File: src/rtl/alu_issue_decoder_pkg.sv
// Shared RV32I decode types: ALU op and branch encodings, opcode/funct constants, decoded-entry layout.
// Used by the issue stage and by the ALU that consumes its outputs.
package alu_issue_decoder_pkg;

  typedef enum logic [3:0] {
    ALU_ADD  = 4'b0000,
    ALU_SUB  = 4'b0001,
    ALU_AND  = 4'b0010,
    ALU_OR   = 4'b0011,
    ALU_XOR  = 4'b0100,
    ALU_SLT  = 4'b0101,
    ALU_SLTU = 4'b0111,
    ALU_SLL  = 4'b1000,
    ALU_SRA  = 4'b1001,
    ALU_SRL  = 4'b1010
  } alu_op_t;

  typedef enum logic [1:0] {
    BR_EQ = 2'b00,
    BR_NE = 2'b01,
    BR_LT = 2'b10,
    BR_GE = 2'b11
  } br_type_t;

  typedef enum logic [2:0] {
    IMM_NONE, IMM_I, IMM_S, IMM_B, IMM_U, IMM_J, IMM_SH
  } imm_sel_t;

  localparam logic [6:0] OPC_LUI    = 7'b0110111;
  localparam logic [6:0] OPC_AUIPC  = 7'b0010111;
  localparam logic [6:0] OPC_JAL    = 7'b1101111;
  localparam logic [6:0] OPC_JALR   = 7'b1100111;
  localparam logic [6:0] OPC_BRANCH = 7'b1100011;
  localparam logic [6:0] OPC_LOAD   = 7'b0000011;
  localparam logic [6:0] OPC_STORE  = 7'b0100011;
  localparam logic [6:0] OPC_OPIMM  = 7'b0010011;
  localparam logic [6:0] OPC_OP     = 7'b0110011;

  localparam logic [2:0] F3_ADD  = 3'b000;
  localparam logic [2:0] F3_SLL  = 3'b001;
  localparam logic [2:0] F3_SLT  = 3'b010;
  localparam logic [2:0] F3_SLTU = 3'b011;
  localparam logic [2:0] F3_XOR  = 3'b100;
  localparam logic [2:0] F3_SR   = 3'b101;
  localparam logic [2:0] F3_OR   = 3'b110;
  localparam logic [2:0] F3_AND  = 3'b111;

  localparam logic [2:0] F3_BEQ  = 3'b000;
  localparam logic [2:0] F3_BNE  = 3'b001;
  localparam logic [2:0] F3_BLT  = 3'b100;
  localparam logic [2:0] F3_BGE  = 3'b101;
  localparam logic [2:0] F3_BLTU = 3'b110;
  localparam logic [2:0] F3_BGEU = 3'b111;

  localparam logic [6:0] F7_ZERO = 7'b0000000;
  localparam logic [6:0] F7_ALT  = 7'b0100000;

  typedef struct packed {
    alu_op_t     alucontrol;
    br_type_t    br_type;
    logic        unsign;
    logic        is_branch;
    logic        use_imm;
    logic        use_pc;
    logic [31:0] imm;
    logic [4:0]  rs1;
    logic [4:0]  rs2;
    logic [4:0]  rd;
    logic        reg_we;
    logic        illegal;
  } dec_t;

  function automatic alu_op_t alu_op_from_f3(input logic [2:0] f3);
    case (f3)
      F3_ADD:  return ALU_ADD;
      F3_SLL:  return ALU_SLL;
      F3_SLT:  return ALU_SLT;
      F3_SLTU: return ALU_SLTU;
      F3_XOR:  return ALU_XOR;
      F3_SR:   return ALU_SRL;
      F3_OR:   return ALU_OR;
      default: return ALU_AND;
    endcase
  endfunction

endpackage

File: src/rtl/alu_issue_decoder_if.sv
// Fetch-side and execute-side handshake/bus bundle of the issue stage.
// slave is the stage's view; master is the surrounding fetch/execute view.
interface alu_issue_decoder_if #(parameter int XLEN = 32);
  logic            i_valid;
  logic            o_ready;
  logic [31:0]     i_instr;
  logic [XLEN-1:0] i_pc;
  logic            i_flush;
  logic            o_valid;
  logic            i_ready;
  logic [3:0]      o_alucontrol;
  logic [1:0]      o_br_type;
  logic            o_unsign;
  logic            o_is_branch;
  logic            o_use_imm;
  logic            o_use_pc;
  logic [XLEN-1:0] o_imm;
  logic [4:0]      o_rs1;
  logic [4:0]      o_rs2;
  logic [4:0]      o_rd;
  logic            o_reg_we;
  logic [XLEN-1:0] o_pc;
  logic            o_illegal;

  modport slave (
    input  i_valid, i_instr, i_pc, i_flush, i_ready,
    output o_ready, o_valid, o_alucontrol, o_br_type, o_unsign, o_is_branch,
           o_use_imm, o_use_pc, o_imm, o_rs1, o_rs2, o_rd, o_reg_we, o_pc, o_illegal
  );

  modport master (
    output i_valid, i_instr, i_pc, i_flush, i_ready,
    input  o_ready, o_valid, o_alucontrol, o_br_type, o_unsign, o_is_branch,
           o_use_imm, o_use_pc, o_imm, o_rs1, o_rs2, o_rd, o_reg_we, o_pc, o_illegal
  );
endinterface

File: src/rtl/alu_issue_decoder_imm_gen.sv
// Combinational RV32I immediate select and sign-extend; takes instr[31:7] since opcode is decoded upstream.
// Shift immediates return only the 5-bit shamt, zero-extended.
module alu_issue_decoder_imm_gen
  import alu_issue_decoder_pkg::*;
(
  input  logic [31:7] i_instr,
  input  imm_sel_t    i_sel,
  output logic [31:0] o_imm
);

  always_comb begin
    o_imm = '0;
    case (i_sel)
      IMM_I:  o_imm = {{20{i_instr[31]}}, i_instr[31:20]};
      IMM_S:  o_imm = {{20{i_instr[31]}}, i_instr[31:25], i_instr[11:7]};
      IMM_B:  o_imm = {{19{i_instr[31]}}, i_instr[31], i_instr[7], i_instr[30:25], i_instr[11:8], 1'b0};
      IMM_U:  o_imm = {i_instr[31:12], 12'b0};
      IMM_J:  o_imm = {{11{i_instr[31]}}, i_instr[31], i_instr[19:12], i_instr[20], i_instr[30:21], 1'b0};
      IMM_SH: o_imm = {27'b0, i_instr[24:20]};
      default: o_imm = '0;
    endcase
  end

endmodule

File: src/rtl/alu_issue_decoder.sv
// RV32I decode/issue stage: one-entry registered pipeline feeding the ALU, 1-cycle latency.
// o_ready = ~o_valid | i_ready (no skid); flush drops both the held and the offered entry.
module alu_issue_decoder
  import alu_issue_decoder_pkg::*;
#(
  parameter int              XLEN     = 32,
  parameter logic [XLEN-1:0] RESET_PC = '0
) (
  input logic                clk,
  input logic                rst,
  alu_issue_decoder_if.slave io_if
);

  logic [31:0] w_instr;
  logic [6:0]  w_opc;
  logic [2:0]  w_f3;
  logic [6:0]  w_f7;
  imm_sel_t    w_imm_sel;
  logic [31:0] w_imm;
  logic        w_illegal;
  dec_t        w_ctl;
  dec_t        w_dec;
  logic        w_ready;
  logic        w_load;

  logic            r_valid;
  dec_t            r_entry;
  logic [XLEN-1:0] r_pc;

  assign w_instr = io_if.i_instr;
  assign w_opc   = w_instr[6:0];
  assign w_f3    = w_instr[14:12];
  assign w_f7    = w_instr[31:25];

  alu_issue_decoder_imm_gen u_imm_gen (
    .i_instr (w_instr[31:7]),
    .i_sel   (w_imm_sel),
    .o_imm   (w_imm)
  );

  always_comb begin
    w_ctl     = '0;
    w_imm_sel = IMM_NONE;
    w_illegal = 1'b0;
    case (w_opc)
      OPC_OP: begin
        w_ctl.rs1 = w_instr[19:15]; w_ctl.rs2 = w_instr[24:20];
        w_ctl.rd  = w_instr[11:7];  w_ctl.reg_we = 1'b1;
        if (w_f7 == F7_ZERO)                       w_ctl.alucontrol = alu_op_from_f3(w_f3);
        else if (w_f7 == F7_ALT && w_f3 == F3_ADD) w_ctl.alucontrol = ALU_SUB;
        else if (w_f7 == F7_ALT && w_f3 == F3_SR)  w_ctl.alucontrol = ALU_SRA;
        else                                       w_illegal = 1'b1;
      end
      OPC_OPIMM: begin
        w_ctl.rs1 = w_instr[19:15]; w_ctl.rd = w_instr[11:7];
        w_ctl.reg_we = 1'b1; w_ctl.use_imm = 1'b1;
        // Shifts reuse imm[11:5] as a funct7; every other op keeps the full I-immediate.
        if (w_f3 == F3_SLL) begin
          w_imm_sel = IMM_SH; w_ctl.alucontrol = ALU_SLL;
          w_illegal = (w_f7 != F7_ZERO);
        end else if (w_f3 == F3_SR) begin
          w_imm_sel = IMM_SH;
          if (w_f7 == F7_ZERO)     w_ctl.alucontrol = ALU_SRL;
          else if (w_f7 == F7_ALT) w_ctl.alucontrol = ALU_SRA;
          else                     w_illegal = 1'b1;
        end else begin
          w_imm_sel = IMM_I; w_ctl.alucontrol = alu_op_from_f3(w_f3);
        end
      end
      OPC_LUI, OPC_AUIPC: begin
        w_ctl.rd = w_instr[11:7]; w_ctl.reg_we = 1'b1; w_ctl.use_imm = 1'b1;
        w_ctl.use_pc = (w_opc == OPC_AUIPC); w_imm_sel = IMM_U;
      end
      OPC_LOAD, OPC_JALR: begin
        w_ctl.rs1 = w_instr[19:15]; w_ctl.rd = w_instr[11:7];
        w_ctl.reg_we = 1'b1; w_ctl.use_imm = 1'b1; w_imm_sel = IMM_I;
      end
      OPC_STORE: begin
        w_ctl.rs1 = w_instr[19:15]; w_ctl.rs2 = w_instr[24:20];
        w_ctl.use_imm = 1'b1; w_imm_sel = IMM_S;
      end
      OPC_JAL: begin
        w_ctl.rd = w_instr[11:7]; w_ctl.reg_we = 1'b1;
        w_ctl.use_imm = 1'b1; w_ctl.use_pc = 1'b1; w_imm_sel = IMM_J;
      end
      OPC_BRANCH: begin
        w_ctl.rs1 = w_instr[19:15]; w_ctl.rs2 = w_instr[24:20];
        w_ctl.alucontrol = ALU_SUB; w_ctl.is_branch = 1'b1; w_imm_sel = IMM_B;
        case (w_f3)
          F3_BEQ:  w_ctl.br_type = BR_EQ;
          F3_BNE:  w_ctl.br_type = BR_NE;
          F3_BLT:  w_ctl.br_type = BR_LT;
          F3_BGE:  w_ctl.br_type = BR_GE;
          F3_BLTU: begin w_ctl.br_type = BR_LT; w_ctl.unsign = 1'b1; end
          F3_BGEU: begin w_ctl.br_type = BR_GE; w_ctl.unsign = 1'b1; end
          default: w_illegal = 1'b1;
        endcase
      end
      default: w_illegal = 1'b1;
    endcase
    if (w_ctl.rd == 5'd0) w_ctl.reg_we = 1'b0;
    // Illegal entries still issue, but as an inert add so execute has nothing to act on.
    if (w_illegal) begin
      w_ctl         = '0;
      w_ctl.illegal = 1'b1;
    end
  end

  always_comb begin
    w_dec     = w_ctl;
    w_dec.imm = w_ctl.illegal ? 32'd0 : w_imm;
  end

  assign w_ready = ~r_valid | io_if.i_ready;
  assign w_load  = io_if.i_valid & w_ready;

  always_ff @(posedge clk or posedge rst) begin
    if (rst) begin
      r_valid <= 1'b0;
      r_entry <= '0;
      r_pc    <= RESET_PC;
    end else if (io_if.i_flush) begin
      r_valid <= 1'b0;
    end else if (w_load) begin
      r_valid <= 1'b1;
      r_entry <= w_dec;
      r_pc    <= io_if.i_pc;
    end else if (io_if.i_ready) begin
      r_valid <= 1'b0;
    end
  end

  assign io_if.o_ready      = w_ready;
  assign io_if.o_valid      = r_valid;
  assign io_if.o_alucontrol = r_entry.alucontrol;
  assign io_if.o_br_type    = r_entry.br_type;
  assign io_if.o_unsign     = r_entry.unsign;
  assign io_if.o_is_branch  = r_entry.is_branch;
  assign io_if.o_use_imm    = r_entry.use_imm;
  assign io_if.o_use_pc     = r_entry.use_pc;
  assign io_if.o_imm        = r_entry.imm;
  assign io_if.o_rs1        = r_entry.rs1;
  assign io_if.o_rs2        = r_entry.rs2;
  assign io_if.o_rd         = r_entry.rd;
  assign io_if.o_reg_we     = r_entry.reg_we;
  assign io_if.o_pc         = r_pc;
  assign io_if.o_illegal    = r_entry.illegal;

endmodule

File: src/flat_wrapper.sv
// flat-port wrapper written by rule: the top's interface ports become plain ports
module alu_issue_decoder_flat import alu_issue_decoder_pkg::*;
#(
  parameter int              XLEN     = 32,
  parameter logic [XLEN-1:0] RESET_PC = '0
)
  (clk, rst, io_if_i_valid, io_if_i_instr, io_if_i_pc, io_if_i_flush, io_if_i_ready, io_if_o_ready, io_if_o_valid, io_if_o_alucontrol, io_if_o_br_type, io_if_o_unsign, io_if_o_is_branch, io_if_o_use_imm, io_if_o_use_pc, io_if_o_imm, io_if_o_rs1, io_if_o_rs2, io_if_o_rd, io_if_o_reg_we, io_if_o_pc, io_if_o_illegal);
  alu_issue_decoder_if #(.XLEN(XLEN)) io_if_i ();
  input logic clk;
  input logic rst;
  input wire logic [$bits(io_if_i.i_valid)-1:0] io_if_i_valid;
  input wire logic [$bits(io_if_i.i_instr)-1:0] io_if_i_instr;
  input wire logic [$bits(io_if_i.i_pc)-1:0] io_if_i_pc;
  input wire logic [$bits(io_if_i.i_flush)-1:0] io_if_i_flush;
  input wire logic [$bits(io_if_i.i_ready)-1:0] io_if_i_ready;
  output wire logic [$bits(io_if_i.o_ready)-1:0] io_if_o_ready;
  output wire logic [$bits(io_if_i.o_valid)-1:0] io_if_o_valid;
  output wire logic [$bits(io_if_i.o_alucontrol)-1:0] io_if_o_alucontrol;
  output wire logic [$bits(io_if_i.o_br_type)-1:0] io_if_o_br_type;
  output wire logic [$bits(io_if_i.o_unsign)-1:0] io_if_o_unsign;
  output wire logic [$bits(io_if_i.o_is_branch)-1:0] io_if_o_is_branch;
  output wire logic [$bits(io_if_i.o_use_imm)-1:0] io_if_o_use_imm;
  output wire logic [$bits(io_if_i.o_use_pc)-1:0] io_if_o_use_pc;
  output wire logic [$bits(io_if_i.o_imm)-1:0] io_if_o_imm;
  output wire logic [$bits(io_if_i.o_rs1)-1:0] io_if_o_rs1;
  output wire logic [$bits(io_if_i.o_rs2)-1:0] io_if_o_rs2;
  output wire logic [$bits(io_if_i.o_rd)-1:0] io_if_o_rd;
  output wire logic [$bits(io_if_i.o_reg_we)-1:0] io_if_o_reg_we;
  output wire logic [$bits(io_if_i.o_pc)-1:0] io_if_o_pc;
  output wire logic [$bits(io_if_i.o_illegal)-1:0] io_if_o_illegal;
  assign io_if_i.i_valid = io_if_i_valid;
  assign io_if_i.i_instr = io_if_i_instr;
  assign io_if_i.i_pc = io_if_i_pc;
  assign io_if_i.i_flush = io_if_i_flush;
  assign io_if_i.i_ready = io_if_i_ready;
  assign io_if_o_ready = io_if_i.o_ready;
  assign io_if_o_valid = io_if_i.o_valid;
  assign io_if_o_alucontrol = io_if_i.o_alucontrol;
  assign io_if_o_br_type = io_if_i.o_br_type;
  assign io_if_o_unsign = io_if_i.o_unsign;
  assign io_if_o_is_branch = io_if_i.o_is_branch;
  assign io_if_o_use_imm = io_if_i.o_use_imm;
  assign io_if_o_use_pc = io_if_i.o_use_pc;
  assign io_if_o_imm = io_if_i.o_imm;
  assign io_if_o_rs1 = io_if_i.o_rs1;
  assign io_if_o_rs2 = io_if_i.o_rs2;
  assign io_if_o_rd = io_if_i.o_rd;
  assign io_if_o_reg_we = io_if_i.o_reg_we;
  assign io_if_o_pc = io_if_i.o_pc;
  assign io_if_o_illegal = io_if_i.o_illegal;
  alu_issue_decoder #(.XLEN(XLEN), .RESET_PC(RESET_PC)) u_core (.clk(clk), .rst(rst), .io_if(io_if_i));
endmodule
File: config.mk
export PLATFORM = sky130hd
export DESIGN_NAME = alu_issue_decoder_flat
export DESIGN_NICKNAME = d
export VERILOG_FILES = /design/src/rtl/alu_issue_decoder_pkg.sv /design/src/rtl/alu_issue_decoder_if.sv /design/src/rtl/alu_issue_decoder_imm_gen.sv /design/src/rtl/alu_issue_decoder.sv /design/src/flat_wrapper.sv
export SDC_FILE = /design/constraint.sdc
export NUM_CORES = 1
export LEC_CHECK = 0
export ABC_AREA = 1
export BUFFER_PORTS_ARGS = -buffer_cell sky130_fd_sc_hd__buf_2
export CAP_MARGIN = 30
export CORE_AREA = 2 2 98 100
export CTS_CLUSTER_DIAMETER = 30
export DETAILED_ROUTE_END_ITERATION = 7
export DIE_AREA = 0 0 100 102
export GPL_TIMING_DRIVEN = 0
export PLACE_DENSITY = 0.79
export SYNTH_ARGS = -nofsm -noshare
export SYNTH_HDL_FRONTEND = slang
export SYNTH_HIERARCHICAL = 1
export SYNTH_SLANG_ARGS = --single-unit
File: constraint.sdc
create_clock -name clk -period 3.9 [get_ports clk]
set_input_delay 0.585 -clock clk [delete_from_list [all_inputs] [get_ports clk]]
set_output_delay 0.585 -clock clk [all_outputs]
set_load 0.01 [all_outputs]
Word level (Yosys, flattened, before mapping)
Cells that the tools add are included.
{ "word_totals": {"elab_cells": 97, "ff_bits": 92, "output_inout_bits": 93} }
{ "op_classes": {"mux": 37, "bitwise": 4, "n_reduce_logical": 19, "n_eq_ne": 23} }
{ "op_table": {"columns": ["op", "count"], "rows": [
  ["one-hot mux 32 bit (6 select lines)", 1],
  ["2-to-1 mux 59 bit", 1],
  ["2-to-1 mux 32 bit", 1],
  ["2-to-1 mux 4 bit", 8],
  ["== test 7 x 6 -> 1 bit (second input constant)", 4],
  ["one-hot mux 4 bit (7 select lines)", 1],
  ["== test 3 bit (second input constant)", 7],
  ["== test 7 bit (second input constant)", 3],
  ["one-hot mux 3 bit (6 select lines)", 1],
  ["OR reduction 6 bit", 3],
  ["one-hot mux 3 bit (5 select lines)", 1],
  ["== test 7 x 5 -> 1 bit (second input constant)", 2],
  ["2-to-1 mux 1 bit", 14],
  ["OR reduction 7 bit", 2],
  ["== test 3 x 2 -> 1 bit (second input constant)", 4],
  ["one-hot mux 4 bit (3 select lines)", 1],
  ["2-to-1 mux 5 bit", 2],
  ["OR reduction 2 bit", 5],
  ["== test 7 x 2 -> 1 bit (second input constant)", 1],
  ["zero test 7 bit", 1],
  ["nonzero test 7 bit", 1],
  ["== test 3 x 1 -> 1 bit (second input constant)", 2],
  ["2-to-1 mux 3 bit", 2],
  ["2-to-1 mux 6 bit", 1],
  ["12 further kinds", 14]
]} }

Depth between registers and ports, before layout
{ "depth": {"word_depth": 8, "depth_mapped": 16, "depth_no_buf": 14} }

Hierarchy
Netlist, hierarchy kept.
{ "modules_own_cells": {"columns": ["mod", "cells_each", "seq_area_each_um2", "n_inst", "area_per_inst_um2"], "rows": [
  ["alu_issue_decoder", 495, 2302.2, 1, 4023.9],
  ["alu_issue_decoder_imm_gen", 97, 0.0, 1, 460.4]
]} }

Worst setup path before layout
No wires, ideal clock.
{ "synth_path": {"kind": "in2reg", "from": "input port io_if_i_instr[3]", "to": "register u_core.r_entry, in the netlist u_core/io_if.o_imm[20]", "t_required_ns": 3.783, "setup_slack_ns": 1.784, "path_buffers": 1, "arrival_ns": 1.998, "stages": 15, "setup_ns": 0.117, "path_cell_list": "inv_1 -> nand2_1 -> nor2_4 -> nand2_2 -> nor2_1 -> inv_1 -> o21ai_0 -> inv_2 -> nand3_1 -> nand2_1 -> nand2_1 -> buf_4 -> nand3_1 -> nand3_1 -> nand2_1"} }
{ "synth_between": {"elab_chain_len": 6, "word_cells_on_any_way": 23, "classes_between": "15 x eq/ne; 5 x mux; 3 x reduce/logical"} }
{ "synth_rtl": {"columns": ["element", "line_no", "text"], "rows": [
  ["from (decl)", "flat_wrapper.sv:12", "input wire logic [$bits(io_if_i.i_instr)-1:0] io_if_i_instr;"],
  ["== test 7 x 2 -> 1 bit, or another cell as far along", "alu_issue_decoder.sv:45", "case (w_opc)"],
  ["OR reduction 2 bit (on tied branches)", null, null],
  ["one-hot mux 3 bit (6 select lines) (*)", "alu_issue_decoder.sv:45", null],
  ["named net u_core.w_imm_sel[1]", "alu_issue_decoder.sv:18", "imm_sel_t w_imm_sel;"],
  ["== test 3 bit, or another cell as far along", "alu_issue_decoder_imm_gen.sv:13", "case (i_sel)"],
  ["one-hot mux 32 bit (6 select lines) (*)", "alu_issue_decoder_imm_gen.sv:13", null],
  ["named net u_core.w_imm[20]", "alu_issue_decoder.sv:19", "logic [31:0] w_imm;"],
  ["2-to-1 mux 32 bit (*)", "alu_issue_decoder.sv:111", "w_dec.imm = w_ctl.illegal ? 32'd0 : w_imm;"],
  ["to (signal assigned)", "alu_issue_decoder.sv:126", "r_entry <= w_dec;"],
  ["to (decl)", "alu_issue_decoder.sv:27", "dec_t r_entry;"]
]} }
The timed path passes the listed nets; every way through them passes the cells marked *.
A chain may end at the register's enable or synchronous reset.

Worst setup path after layout
{ "layout_path": {"from": "input port io_if_i_instr[12]", "to": "register u_core.r_entry, in the netlist u_core/io_if.o_imm[29]"} }
{ "layout_between": {"word_cells_on_any_way": 28, "classes_between": "11 x eq/ne; 13 x mux; 4 x reduce/logical"} }
{ "layout_rtl": {"columns": ["element", "line_no", "text"], "rows": [
  ["== test 3 bit", "alu_issue_decoder.sv:61", "end else if (w_f3 == F3_SR) begin"],
  ["2-to-1 mux 3 bit", "alu_issue_decoder.sv:61", null],
  ["2-to-1 mux 3 bit (*)", "alu_issue_decoder.sv:58", "if (w_f3 == F3_SLL) begin"],
  ["one-hot mux 3 bit (6 select lines) (*)", "alu_issue_decoder.sv:45", null],
  ["named net u_core.w_imm_sel[1]", "alu_issue_decoder.sv:18", null],
  ["== test 3 bit, or another cell as far along", "alu_issue_decoder_imm_gen.sv:13", null],
  ["one-hot mux 32 bit (6 select lines) (*)", "alu_issue_decoder_imm_gen.sv:13", null],
  ["named net u_core.w_imm[29]", "alu_issue_decoder.sv:19", null],
  ["2-to-1 mux 32 bit (*)", "alu_issue_decoder.sv:111", null]
]} }
Marked as above.

==> qor.csv <==
stage,metric,value,unit
logic_synthesis,Mapped Area,4480,µm²
floorplan,core area,9110,µm²
sta,highest clock rate,437,MHz
logic_synthesis,post-synthesis sequential area ratio,0.513,
cts,Worst-path clk slew,0.10,ns
setup_path,"slowest stage cell, crit path",o21ai_0,
cts,# resized after CTS,0,
layout,share of layout cells above drive strength 1,0.278,
cts,TritonCTS clock tree,built,
floorplan,Die Area,10200,µm²
grt,GRT overflow,0,
setup_path,Crit path depth,15,
floorplan,Rows,35,
cts,CTS Buffer Depth,2,
logic_synthesis,top_reg_cell synth,dfrtp_1,
setup_path,crit-path max FO,10,
setup_path,reg2reg path depth,10,
cts,CTS Sinks,92,
setup_path,largest stage delay on the critical path,0.27,ns
routing,Routed Antenna Nets,0,
logic_synthesis,fraction of registers with async set/reset,1.00,
power_and_ir_drop,Lkg Pwr,3.45,nW
cts,H-tree levels,3,
sta,fin worst setup slack,1.61,ns
placed_design,RePlAce Congestion,0.943,
placed_design,PortBufs,161,
cts,CTS Hold Bufs,0,
logic_synthesis,Synth cell types,28,
sta,worst-margin pin slew,0.678,ns
logic_synthesis,post-synthesis cell count,592,
routing,via count,4538,
placed_design,Area after DPL,5450,µm²
routing,number of DRC markers in iteration 0,242,
power_and_ir_drop,VDD IR max,0.217,mV
setup_path,worst-path cell chain,buf_2 -> inv_1 -> nor2_1 -> inv_1 -> nor2_1 -> inv_1 -> o21ai_0 -> inv_2 -> nand3_1 -> nand2_1 -> nand2_1 -> buf_4 -> nand3_1 -> nand3_1 -> nand2_1,
min_path,Worst Hold Class,primary input to async pin,
placed_design,dpl cells,865,
setup_path,CP Launch Type,primary input,
routing,via density per instance,5.16,
cts,Num CTS Buffers,9,
logic_synthesis,number of synthesized flops with an enable pin,0,
layout,"leading cell type in the layout, fill and taps excluded",nand2_1,
routing,Avg WL per Cell,13.9,µm
logic_synthesis,syn_nets,661,
cts,Post-CTS Setup Bufs,0,
floorplan,chip height,102,µm
layout,antenna cells,0,
logic_synthesis,Yosys warnings,6,
power_and_ir_drop,total power,0.00190,W
layout,Layout Nets,834,
setup_path,Worst Path Arrival,2.53,ns
flow_run,max_cap viols,0,
sta,Final Cycle Share,0.587,
sta,final setup vio count,0,
power_and_ir_drop,Power per Cell Area,338,nW/µm²
layout,most frequent cells in the layout,"265 x nand2_1, 173 x buf_2, 92 x dfrtp_1, 70 x nand3_1, 35 x inv_1",
grt,first-pass GRT wire length,20.1,mm
setup_path,WP buf/inv,6,
logic_synthesis,synthesis-stage register bit count,92,
setup_path,Worst Setup SP,io_if_i_instr[12],
layout,Layout Cells excl Fill,880,
setup_path,Worst EP required,4.14,ns
sta,Rel. slew slack,0.543,
grt,vias in the first global route,4344,
cts,clk_lat worst skew,0.35,ns
logic_synthesis,Mean Syn Cell Area,7.57,µm²
status,status,finished clean,
cts,clk root buf,clkbuf_8,
floorplan,io pins,162,
layout,"Design Area, Final",5620,µm²
routing,Residual DRC,0,
floorplan,Die X,100,µm
setup_path,CP top delay family,simple AND/OR/NAND/NOR gates,
sta,Worst Clk Skew,0.00809,ns
routing,Post-Route WL,12.3,mm
setup_path,nature of the critical path endpoint,flop,
placed_design,pre-CTS WS,1.29,ns
grt,initial antenna violation count,0,
setup_path,kind of critical path,primary input to flop,
sta,Final Critical Period,2.29,ns
placed_design,Detail Placement HPWL,9.50,mm
layout,area delta synth->final,25.4,%
sta,RSZ-0062 raised after global routing,false,
floorplan,Initial Util,0.492,
sta,Final Slew Violations,0,
grt,Total GRT Usage,0.247,
routing,Initial DRT Pass Iterations,5,
setup_path,worst flop-to-flop path startpoint,u_core/io_if.o_valid,
grt,largest net degree at the start of global routing,50,
sta,endpoints failing hold,0,
[sequential cells by signal (all words and copies together) (netlist names)]
name and cells:
u_core/io_if.o_alucontrol 4, u_core/io_if.o_br_type 2, u_core/io_if.o_illegal 1, u_core/io_if.o_imm 32
u_core/io_if.o_is_branch 1, u_core/io_if.o_pc 32, u_core/io_if.o_rd 5, u_core/io_if.o_reg_we 1
u_core/io_if.o_rs1 5, u_core/io_if.o_rs2 5, u_core/io_if.o_unsign 1, u_core/io_if.o_use_imm 1
u_core/io_if.o_use_pc 1, u_core/io_if.o_valid 1
[cell type report]
type	count	area (µm²)
buffer	30	155
fill	835	3490
inverter	41	156
clock inverter	6	46.3
multi-input combinational	429	1870
sequential	92	2300
tap	111	139
timing repair buffer	162	826
clock buffer	9	124
[power by group]
part	switching, W	total, W	leakage, nW	internal, W
logic	0.000187	0.000294	2.14	0.000106
clock network	0.000341	0.000574	0.0825	0.000234
registers	0.0000283	0.00103	1.23	0.00101
total	0.000556	0.00190	3.45	0.00135
[worst reg2reg max path, cell delays in order, from the launching register on]
cell and delay (ns):
dfrtp_1 0.39, inv_1 0.06, nor2_1 0.06, nor3_4 0.33, nand2_1 0.12, clkinv_1 0.06
nand2_1 0.08, nor2_4 0.22, buf_2 0.27, nand4_1 0.13, nand2_1 0.08
[path summary, 6_finish.rpt]
check	to	slack [ns]
setup / recovery	u_core/io_if.o_imm[29]	1.61
hold / removal	u_core/io_if.o_pc[23]	0.28
setup reg to reg	u_core/io_if.o_rd[1]	2.05
hold reg to reg	u_core/io_if.o_pc[5]	0.47
max in group asynchronous	u_core/io_if.o_alucontrol[0]	2.96
min in group clk	u_core/io_if.o_pc[21]	0.41
[stage by stage]
stage | hold slack, ns | setup TNS (ns) | util
4_1_cts | 0.304 | 0 | 0.617
2_1_floorplan | 0.509 | 0 | -
3_3_place_gp | 0.451 | -3.17 | 0.596
5_1_grt | 0.350 | 0 | 0.617
6_report | 0.285 | 0 | 0.617
3_5_place_dp | 0.454 | 0 | 0.598
[logic make-up (layout without fill, tap and decap cells)]
| family | count (synthesis) | after routing | share of synthesized area |
|---|---|---|---|
| buf+inv | 71 | 248 | 0.0689 |
| simple gates | 399 | 399 | 0.382 |
| compound gates | 30 | 30 | 0.0360 |
| flops | 92 | 92 | 0.513 |
[routing by layer]
metal  up-vias  track usage  wire length, µm
li1       2219            -                -
met1      2080        0.310             5090
met2       220        0.412             5700
met3        19       0.0684             1270
met4         0       0.0959              212
met5         -            0                0
[synth_stat cells (2+ instances only)]
cell / number / area (µm²)
o21ai_0: 20 / 100
buf_4: 3 / 22.5
nor2_4: 4 / 45.0
nand2_2: 3 / 18.8
inv_1: 36 / 135
clkbuf_1: 9 / 33.8
buf_6: 2 / 22.5
nor2_2: 4 / 25.0
inv_2: 4 / 15.0
nand3_1: 70 / 350
buf_2: 12 / 60.1
nor3_1: 3 / 15.0
nand2_1: 265 / 995
dfrtp_1: 92 / 2300
nand3_2: 2 / 20.0
buf_1: 3 / 11.3
nor2_1: 27 / 101
a21oi_1: 5 / 25.0
nand4_1: 19 / 119
Power figures use the tool's default switching activity.
